`config.mk`:
```
export PLATFORM = sky130hd
export DESIGN_NAME = uart_tx_ctrl
export DESIGN_NICKNAME = d
export VERILOG_FILES = /design/src/rtl/uart_tx_ctrl.sv
export SDC_FILE = /design/constraint.sdc
export NUM_CORES = 1
export LEC_CHECK = 0
export BUFFER_PORTS_ARGS = -buffer_cell sky130_fd_sc_hd__buf_2
export CAP_MARGIN = 0
export CORE_MARGIN = 3
export CORE_UTILIZATION = 50
export CTS_CLUSTER_DIAMETER = 50
export DETAILED_ROUTE_END_ITERATION = 10
export PLACE_DENSITY = 0.76
export SYNTH_ARGS = -nofsm -noshare
export SYNTH_HDL_FRONTEND = slang
export SYNTH_SLANG_ARGS = --single-unit
```
`constraint.sdc`:
```
create_clock -name clk -period 2.2 [get_ports clk]
set_input_delay 0.44 -clock clk [delete_from_list [all_inputs] [get_ports clk]]
set_output_delay 0.44 -clock clk [all_outputs]
set_load 0.01 [all_outputs]
```
`src/rtl/uart_tx_ctrl.sv`:
```
// Sends a latched 16-bit result word to the UART byte engine as two bytes.
// Latency: trigger at edge 0 gives the first tx_start during cycle 1+max(D,1).
// Backpressure: holds in SEND while tx_busy is high; each byte uses a start/busy handshake.
module uart_tx_ctrl #(
    parameter int WAIT_FOR_REGISTER_DELAY = 100,
    parameter bit MSB_FIRST               = 1'b0
) (
    input  logic        clk,
    input  logic        reset,
    input  logic        trigger,
    input  logic [15:0] data_in,
    input  logic        tx_busy,
    output logic        tx_start,
    output logic [7:0]  tx_data,
    output logic        busy,
    output logic        done,
    output logic [3:0]  LED
);

    // A zero delay is treated as one so REGISTER always lasts at least a cycle.
    localparam int DLY = (WAIT_FOR_REGISTER_DELAY < 1) ? 1 : WAIT_FOR_REGISTER_DELAY;
    localparam int CW  = (DLY < 2) ? 1 : $clog2(DLY);
    localparam logic [CW-1:0] CNT_LAST = CW'(DLY - 1);

    typedef enum logic [3:0] {
        IDLE     = 4'd0,
        REGISTER = 4'd1,
        SEND_B0  = 4'd2,
        ACK_B0   = 4'd3,
        WAIT_B0  = 4'd4,
        SEND_B1  = 4'd5,
        ACK_B1   = 4'd6,
        WAIT_B1  = 4'd7,
        DONE     = 4'd8
    } state_t;

    state_t          state_q, state_d;
    logic [15:0]     word_q, word_d;
    logic [CW-1:0]   cnt_q, cnt_d;
    logic [7:0]      byte0, byte1;

    // First byte on the wire is the low half unless MSB_FIRST is set.
    assign byte0 = MSB_FIRST ? word_q[15:8] : word_q[7:0];
    assign byte1 = MSB_FIRST ? word_q[7:0]  : word_q[15:8];

    // State, word and settle-counter registers with synchronous reset.
    always_ff @(posedge clk) begin
        if (reset) begin
            state_q <= IDLE;
            word_q  <= '0;
            cnt_q   <= '0;
        end else begin
            state_q <= state_d;
            word_q  <= word_d;
            cnt_q   <= cnt_d;
        end
    end

    // Next-state logic plus the single-cycle tx_start and done pulses.
    always_comb begin
        state_d  = state_q;
        word_d   = word_q;
        cnt_d    = cnt_q;
        tx_start = 1'b0;
        done     = 1'b0;
        case (state_q)
            IDLE: begin
                // The word is only captured here, so triggers mid-transfer are ignored.
                if (trigger) begin
                    word_d  = data_in;
                    cnt_d   = '0;
                    state_d = REGISTER;
                end
            end
            REGISTER: begin
                if (cnt_q == CNT_LAST) begin
                    state_d = SEND_B0;
                end else begin
                    cnt_d = cnt_q + 1'b1;
                end
            end
            SEND_B0: begin
                // Only start once the previous frame has finished shifting.
                if (!tx_busy) begin
                    tx_start = 1'b1;
                    state_d  = ACK_B0;
                end
            end
            ACK_B0: begin
                if (tx_busy) begin
                    state_d = WAIT_B0;
                end
            end
            WAIT_B0: begin
                if (!tx_busy) begin
                    state_d = SEND_B1;
                end
            end
            SEND_B1: begin
                if (!tx_busy) begin
                    tx_start = 1'b1;
                    state_d  = ACK_B1;
                end
            end
            ACK_B1: begin
                if (tx_busy) begin
                    state_d = WAIT_B1;
                end
            end
            WAIT_B1: begin
                if (!tx_busy) begin
                    state_d = DONE;
                end
            end
            DONE: begin
                done    = 1'b1;
                state_d = IDLE;
            end
            default: begin
                state_d = IDLE;
            end
        endcase
    end

    // Byte presented to the transmitter; held constant from SEND through WAIT.
    always_comb begin
        tx_data = 8'h00;
        case (state_q)
            SEND_B0, ACK_B0, WAIT_B0: tx_data = byte0;
            SEND_B1, ACK_B1, WAIT_B1: tx_data = byte1;
            default:                  tx_data = 8'h00;
        endcase
    end

    assign busy = (state_q != IDLE);
    assign LED  = state_q;

endmodule

```
==> After elaboration in Yosys (flattened, before gate mapping) <==
Index checks and enable logic that the tools add are counted.
{ "word_totals": {"output_inout_bits": 15, "register_bits": 27} }
{ "classes": {"n_eq_ne": 18, "muxes": 16, "reduce_logical": 9, "n_addsub": 1} }
{ "ops": {"columns": ["op", "count"], "rows": [
  ["two-way mux 4 bit", 8],
  ["case mux 4 bit (8 select lines)", 1],
  ["inequality test 2 bit, second input constant", 9],
  ["== test 4 x 3 -> 1 bit, second input constant", 4],
  ["case mux 8 bit (2 select lines)", 1],
  ["two-way mux 7 bit", 2],
  ["case mux 7 bit (2 select lines)", 1],
  ["== test 4 x 2 -> 1 bit, second input constant", 2],
  ["AND reduction 8 bit", 1],
  ["adder 7 x 1 -> 7 bit, second input constant", 1],
  ["== test 7 bit, second input constant", 1],
  ["OR reduction 3 bit", 2],
  ["== test 4 x 1 -> 1 bit, second input constant", 1],
  ["== test 4 bit, second input constant", 1],
  ["zero test 4 bit", 1],
  ["nonzero test 4 bit", 1],
  ["two-way mux 1 bit", 3],
  ["AND reduction 3 bit", 1],
  ["AND reduction 2 bit", 1],
  ["nonzero test 2 bit", 1],
  ["OR reduction 2 bit", 1]
]} }

==> Logic depth before layout (Yosys ltp) <==
Gate-level depths: netlist of run 1.
{ "logic_depth": {"ltp_word": 3, "ltp_mapped": 5, "depth_no_buf": 4} }

==> Worst setup path before layout of run 1 <==
OpenSTA, ideal clock, no wires.
{ "synth_path": {"kind": "reg-to-output", "start": "reg state_q[1], in the netlist LED[1]", "end": "out tx_data[0]", "t_required_ns": 1.760, "t_arrival_ns": 1.380, "path_buffers": 1, "stages_incl_launch_ff": 5, "setup_slack_ns": 0.380, "path_cell_list": "dfxtp_1 -> clkbuf_1 -> nor2b_1 -> o21ai_0 -> a21oi_1"} }
{ "synth_via": {"elab_chain_len": 3} }
{ "synth_rtl": {"columns": ["element", "line_no", "source"], "rows": [
  ["start, declared", "37", "state_t state_q, state_d;"],
  ["start signal, assigned", "53", "state_q <= state_d;"],
  ["== test 4 x 3 -> 1 bit or == test 4 x 2 -> 1 bit (tied branches)", "128", "case (state_q)"],
  ["OR reduction 3 bit", "128", null],
  ["case mux 8 bit (2 select lines) *", "128", null],
  ["end, declared", "14", "output logic [7:0] tx_data,"]
]} }
Every way passes the cells marked *; elsewhere a longest branch is shown, timed or not.

==> Final worst setup path of run 1 <==
{ "layout_path": {"start": "reg state_q[0], in the netlist LED[0]", "end": "out tx_data[4]"} }
Same word-level chain as after synthesis.

==> PnR_summary.wiki, run 1 <==
{| class="wikitable"
! Metric !! Value
|-
| Run status || finished clean
|-
| Clock tree buffer depth || 2
|-
| Post-placement cell count || 238
|-
| Yosys warnings || 0
|-
| Area growth from synthesis to final layout || 18.16%
|-
| Crit path buffers/inverters || 3
|-
| Number of standard cells after synthesis || 181
|-
| Max Transition Viols Final || 0
|-
| Area post-placement || 1585 sq um
|-
| Netlist area before placement || 1385 sq um
|-
| Highest net fanout along the worst path || 12
|-
| Area of the placeable core || 2545 sq um
|-
| Final design instance area without fill || 1637 sq um
|-
| Area enclosed by the die boundary || 3437 sq um
|-
| PortBufs || 34
|-
| Smallest setup slack after layout || 0.1628 ns
|-
| RSZ-0062 raised after global routing || no
|-
| Number of endpoints with negative hold slack in the final report || 0
|-
| Maximum number of pins on one net before global-route repair || 27
|-
| Total of hold buffers inserted after clock tree synthesis || 0
|-
| Leading cell type in the layout, fill and taps excluded || sky130_fd_sc_hd__buf_2
|-
| H-tree levels || 1
|-
| Worst-path clk slew || 0.15 ns
|-
| Share of the clock period used by the worst path || 92.60%
|-
| Period minus WS final || 2.037 ns
|-
| Starting utilization of the core area || 54.42%
|-
| Cell-by-cell listing of the critical path || buf_4, nor3b_2, buf_4, o21ai_0, a21oi_1, buf_2
|-
| Final Setup Violations || 0
|-
| Required arrival time at the worst endpoint || 1.76 ns
|-
| Final Instance Count excl. Fillers || 243
|-
| Ratio of cells with drive above 1 in the final layout || 25.82%
|-
| Post-synthesis net count || 202
|-
| CP Launch Type || flop
|-
| Detailed-placement wirelength estimate || 2464 microns
|-
| Routed length per instance || 14.53 microns
|-
| Master of the slowest instance on the critical path || sky130_fd_sc_hd__dfxtp_2
|-
| Dominant delay contributor by cell family on the critical path || buffers and inverters
|-
| Rel. slew slack || 65.51%
|-
| Number of storage elements in the synthesis netlist || 27
|-
| Residual DRC || 0
|-
| Chip Height || 58.63 microns
|-
| Max stage delay on crit path || 0.35 ns
|-
| Grt ovf || 0
|-
| Die width || 58.63 microns
|-
| NumNets Final || 235
|-
| Count of TritonRoute iterations in the first routing pass || 4
|-
| Via count || 1,463
|-
| Fin Setup TNS || 0 ns
|-
| IR drop worst, VDD || 0.6311 mV
|-
| Least-Margin Pin Slew || 0.5101 ns
|-
| Initial antenna violation count || 0
|-
| Worst hold-check path type || in2reg
|-
| Post-detailed-routing wire length || 3530 microns
|-
| Sinks on Clock Net || 27
|-
| Final antenna-violating net count || 0
|-
| Worst clock skew || 0.01073 ns
|-
| Vias per std cell || 6.021
|-
| # rows || 18
|-
| Start-to-end type of the worst setup path || reg2out
|-
| Violation count after the first detailed-route iteration || 75
|-
| Overall global routing resource usage || 21.33%
|-
| Highest clock frequency the design can meet || 490.9 MHz
|-
| Critical Path AT || 1.60 ns
|-
| Via count of the first global-routing pass || 1,293
|-
| Root buf cell || sky130_fd_sc_hd__clkbuf_4
|-
| Type of element capturing the critical path || output pin
|-
| Pre-CTS setup slack || 0.2776 ns
|-
| Total power divided by cell area || 952.7 nW/um^2
|-
| Commonest cells after routing, fill and taps aside || sky130_fd_sc_hd__buf_2, sky130_fd_sc_hd__a21oi_1, sky130_fd_sc_hd__o21ai_0
|-
| Number of inserted diodes || 0
|-
| Total clock buffers created by CTS || 3
|-
| Ports || 35
|-
| Avg Synthesized Cell Area || 7.652 sq um
|-
| Wire length of the first global-routing pass || 5768 microns
|-
| Number of distinct library cell variants in the gate-level netlist after synthesis || 37
|-
| CTS tree || built
|-
| Hold slack final || 0.3294 ns
|-
| Max Cap Viol || 0
|-
| Total leakage power || 0.6622 nW
|-
| Reg2reg setup slack || 0.46 ns
|-
| Global placer's final weighted congestion || 0.8596
|-
| Clock network latency to the later pin of the worst-skew pair || 0.33 ns
|-
| Most frequent cell on the critical path || sky130_fd_sc_hd__buf_4
|-
| Sequential cell area fraction in the yosys report || 39.02%
|}
-- final timing paths --
check	from	endpoint	cells past startpoint
worst max-delay path	LED[0]	tx_data[4]	6
worst min register to register	word_q[10]	word_q[10]	2
worst min-delay path	data_in[10]	word_q[10]	3
worst max register to register	LED[2]	cnt_q[0]	3
-- synth_stat cells, drive strengths merged --
| cell | number | share of area [%] |
|---|---|---|
| a211o | 1 | 0.63 |
| or2 | 1 | 0.45 |
| a31o | 1 | 0.63 |
| a21o | 1 | 0.54 |
| a2111oi | 1 | 0.63 |
| a311oi | 1 | 0.63 |
| o21ai | 30 | 11 |
| nor4b | 3 | 1.9 |
| buf | 3 | 1.5 |
| nand2 | 12 | 3.3 |
| a2111o | 1 | 0.81 |
| nor2 | 5 | 1.4 |
| or4 | 1 | 0.54 |
| or3 | 3 | 1.4 |
| nand4 | 1 | 0.45 |
| o31ai | 1 | 0.54 |
| o21a | 1 | 0.54 |
| mux2i | 2 | 1.4 |
| ha | 1 | 0.90 |
| nor3 | 3 | 1.1 |
| a21oi | 32 | 12 |
| nor2b | 2 | 0.90 |
| o32ai | 1 | 0.63 |
| and3 | 2 | 0.90 |
| and3b | 1 | 0.63 |
| a31oi | 1 | 0.45 |
| inv | 4 | 1.1 |
| a221oi | 1 | 0.63 |
| mux2 | 1 | 0.81 |
| nor3b | 1 | 0.54 |
| dfxtp | 27 | 39 |
| or4b | 1 | 0.99 |
| clkbuf | 10 | 2.7 |
| nand3 | 20 | 7.2 |
| nor4 | 1 | 0.45 |
| nand2b | 3 | 1.4 |
-- cell families (layout without fill, tap and decap cells) --
family                     count (synthesis)  after routing  share of synthesized area [%]
buffers and inverters                     17             49                          5.330
and+or+nand+nor                           60             60                          23.40
AOI/OAI and AO/OA                         73             73                          29.09
DFF                                       27             27                          39.02
adders and majority gates                  1              1                         0.9032
muxes                                      3              3                          2.258
-- power by group --
group | internal [W] | switching [W] | total (W)
Clock | 0.0000684 | 0.000150 | 0.000218
Sequential | 0.000582 | 0.0000901 | 0.000673
Combinational | 0.000267 | 0.000402 | 0.000669
Total | 0.000918 | 0.000641 | 0.00156
-- per-layer routing --
metal	wire (microns)	part of all wire (%)	track usage (%)
met1	1591	45	29.84
met4	43	1.2	6.796
met2	1651	47	34.13
met5	0	0	0
met3	243	6.9	2.632
-- stage by stage --
stage / total power [W] / util, %
final: 0.001559 / 64.31
after global routing: 0.001688 / 64.31
after CTS: 0.001538 / 63.47
after detailed placement: 0.001319 / 62.29
after global placement: 0.001292 / 62.29
after floorplan: 0.001116 / -
-- state kept, by name, indices dropped and copies added, names as in the netlist --
signal and flops:
LED 4, cnt_q 7, word_q 16
-- final cells by class --
class,count,area [sq um]
tap,30,37.54
fill,239,908.4
multi-input combinational,137,784.5
clock buffer,3,22.52
inverter,4,15.01
clock inverter,1,5.005
sequential,27,549.3
timing repair buffer,41,222.7
-- what timing repair did --
action / CTS / global route
resized for setup: 2 / 6
cloned: 0 / 0
setup buffers: 0 / 1
endpoints found under the setup margin: 8 / 8
pin swaps: 0 / 1
-- worst min-delay path, cell delays in order --
cell and delay [ns]:
sky130_fd_sc_hd__buf_2 0.09, sky130_fd_sc_hd__nand3_1 0.05, sky130_fd_sc_hd__a21oi_1 0.05
No activity file was read; power rests on OpenSTA's default activity.
==> run 2: changes to the inputs <==
- CORE_ASPECT_RATIO: not set -> 1.1
==> PnR_summary.wiki, run 2 (synthesis gave the netlist of run 1 again) <==
{| class="wikitable"
! Metric !! Value
|-
| Via count || 1,475 (+0.82%)
|-
| Ports || 35 (unchanged)
|-
| Fin Setup TNS || 0 ns (unchanged)
|-
| Grt ovf || 0 (unchanged)
|-
| Wire length of the first global-routing pass || 5713 microns (-0.95%)
|-
| # rows || 19 (+1)
|-
| Ratio of cells with drive above 1 in the final layout || 24.88% (-0.94 points)
|-
| IR drop worst, VDD || 0.6807 mV (+7.9%)
|-
| Beginning of the worst hold path || data_in[7]
|-
| Post-placement cell count || 236 (-0.84%)
|-
| Rel. slew slack || 62.99% (-2.5 points)
|-
| Register name with the most flops || word_q
|-
| Violation count after the first detailed-route iteration || 59 (-21%)
|-
| Layout filler cell count || 241 (+0.84%)
|-
| R2R Path Start || LED[0]
|-
| Least-Margin Pin Slew || 0.5474 ns (+0.03725 ns)
|-
| Initial antenna violation count || 0 (unchanged)
|-
| Final antenna-violating net count || 0 (unchanged)
|-
| Highest clock frequency the design can meet || 476.9 MHz (-2.8%)
|-
| Routed length per instance || 14.59 microns (+0.45%)
|-
| Max Transition Viols Final || 0 (unchanged)
|-
| Final design instance area without fill || 1609 sq um (-1.7%)
|-
| Required arrival time at the worst endpoint || 1.76 ns (about the same)
|-
| Area enclosed by the die boundary || 3438 sq um (about the same)
|-
| Share of the clock period used by the worst path || 95.32% (+2.7 points)
|-
| Start-to-end type of the worst setup path || reg2out
|-
| CTS tree || built
|-
| Residual DRC || 0 (unchanged)
|-
| Clock network latency to the later pin of the worst-skew pair || 0.33 ns (about the same)
|-
| Reg2reg setup slack || 0.42 ns (-0.04 ns)
|-
| Number of endpoints with negative hold slack in the final report || 0 (unchanged)
|-
| Clock tree buffer depth || 2 (unchanged)
|-
| RSZ-0062 raised after global routing || no
|-
| Worst hold-check path type || in2reg
|-
| PortBufs || 34 (unchanged)
|-
| NumNets Final || 231 (-1.7%)
|-
| Starting utilization of the core area || 53.95% (-0.48 points)
|-
| Area of the placeable core || 2567 sq um (+0.88%)
|-
| Via count of the first global-routing pass || 1,272 (-1.6%)
|-
| Run status || finished clean
|-
| CP Launch Type || flop
|-
| Hold Path End || word_q[7]
|-
| Detailed-placement wirelength estimate || 2426 microns (-1.5%)
|-
| Area growth from synthesis to final layout || 16.17%
|-
| Number of instances on the worst hold path || 3 (unchanged)
|-
| Sequential Area || 544.3 sq um (-0.91%)
|-
| Smallest setup slack after layout || 0.1030 ns (-0.05976 ns)
|-
| Final Instance Count excl. Fillers || 240 (-1.2%)
|-
| Count of TritonRoute iterations in the first routing pass || 4 (unchanged)
|-
| Global placer's final weighted congestion || 0.8041 (-6.5%)
|-
| Vias per std cell || 6.146 (+2.1%)
|-
| Post-detailed-routing wire length || 3502 microns (-0.79%)
|-
| Area of combinational cells with multiple inputs || 790.8 sq um (+0.80%)
|-
| Flip-flop count of the largest register after layout || 16 (unchanged)
|-
| Total leakage power || 0.6395 nW (-3.4%)
|-
| Final Power || 0.001514 W (-2.9%)
|-
| Total clock buffers created by CTS || 3 (unchanged)
|-
| R2R depth || 3 (unchanged)
|-
| Pre-CTS setup slack || 0.1593 ns (-0.1182 ns)
|-
| Overall global routing resource usage || 20.82% (-0.51 points)
|-
| Total of hold buffers inserted after clock tree synthesis || 0 (unchanged)
|-
| Worst-path clk slew || 0.15 ns (about the same)
|-
| Root buf cell || sky130_fd_sc_hd__clkbuf_4
|-
| Leading cell type in the layout, fill and taps excluded || sky130_fd_sc_hd__buf_2
|-
| Max Cap Viol || 0 (unchanged)
|-
| Sinks on Clock Net || 27 (unchanged)
|-
| Total power divided by cell area || 941.2 nW/um^2 (-1.2%)
|-
| Number of inserted diodes || 0 (unchanged)
|-
| Type of element capturing the critical path || output pin
|-
| H-tree levels || 1 (unchanged)
|-
| Critical Path AT || 1.66 ns (+0.06 ns)
|-
| Worst clock skew || 0.01025 ns (-0.0004764 ns)
|-
| Final Setup Violations || 0 (unchanged)
|-
| Highest net fanout along the worst path || 17 (+5)
|-
| Die width || 56.18 microns (-4.2%)
|-
| Area post-placement || 1564 sq um (-1.3%)
|-
| Commonest cells after routing, fill and taps aside || sky130_fd_sc_hd__buf_2, sky130_fd_sc_hd__a21oi_1, sky130_fd_sc_hd__o21ai_0
|-
| Maximum number of pins on one net before global-route repair || 27 (unchanged)
|-
| Reg-to-Reg End || cnt_q[6]
|-
| Period minus WS final || 2.097 ns (+0.05976 ns)
|-
| Chip Height || 61.20 microns (+4.4%)
|}
==> run 2: cell types whose count changed in the layout (fill, tap and decap cells not counted), sizes merged <==
| cell | before | now |
|---|---|---|
| buf | 41 | 37 |
==> run 2: final cells by class <==
type | instances | area share, %
multi-input combinational | 137 | 49.14
sequential | 27 | 33.83
timing repair buffer | 37 | 11.98
tap | 31 | 2.411
clock buffer | 3 | 1.400
inverter | 4 | 0.9331
clock inverter | 1 | 0.3110
==> run 2: per-layer routing <==
metal	wire length [microns]	track usage (%)
met5	0	0
met4	36	8.136
met3	220	3.145
met2	1658	34.56
met1	1586	27.76
==> run 2: worst max path at each step <==
stage / start / end / slack [ns] / cells after the start
floorplan: LED[1] / tx_data[0] / 0.38 / 4
global placement: LED[1] / tx_data[0] / 0.28 / 4
detailed placement: LED[1] / tx_data[4] / 0.16 / 4
CTS: LED[1] / tx_data[4] / 0.04 / 4
global route: LED[1] / tx_data[3] / 0.03 / 4
finish: LED[1] / tx_data[4] / 0.10 / 4
==> run 2: worst max-delay path, cell delays in order, from the launching register on <==
cell	delay, ns
sky130_fd_sc_hd__dfxtp_2	0.54
sky130_fd_sc_hd__nor2b_2	0.33
sky130_fd_sc_hd__o21ai_0	0.14
sky130_fd_sc_hd__a21oi_1	0.17
sky130_fd_sc_hd__buf_2	0.15
==> run 2: timing repair <==
action,CTS,global route
resized for setup,2,5
setup buffers,0,0
setup endpoints to repair,8,9
endpoints found under the hold margin,0,0
==> run 2: power by group <==
part	switching, W	internal, W	leakage (nW)
Clock	0.000151	0.0000682	0.0177
Sequential	0.000118	0.000580	0.222
Combinational	0.000370	0.000228	0.400
Total	0.000639	0.000876	0.640
==> run 2: per-stage QoR <==
stage                     utilization (%)  hold slack [ns]
after global routing                62.67           0.3258
after floorplan                         -           0.4471
after CTS                           62.23           0.3295
final                               62.67           0.3371
after global placement              60.92           0.4572
after detailed placement            60.92           0.4657
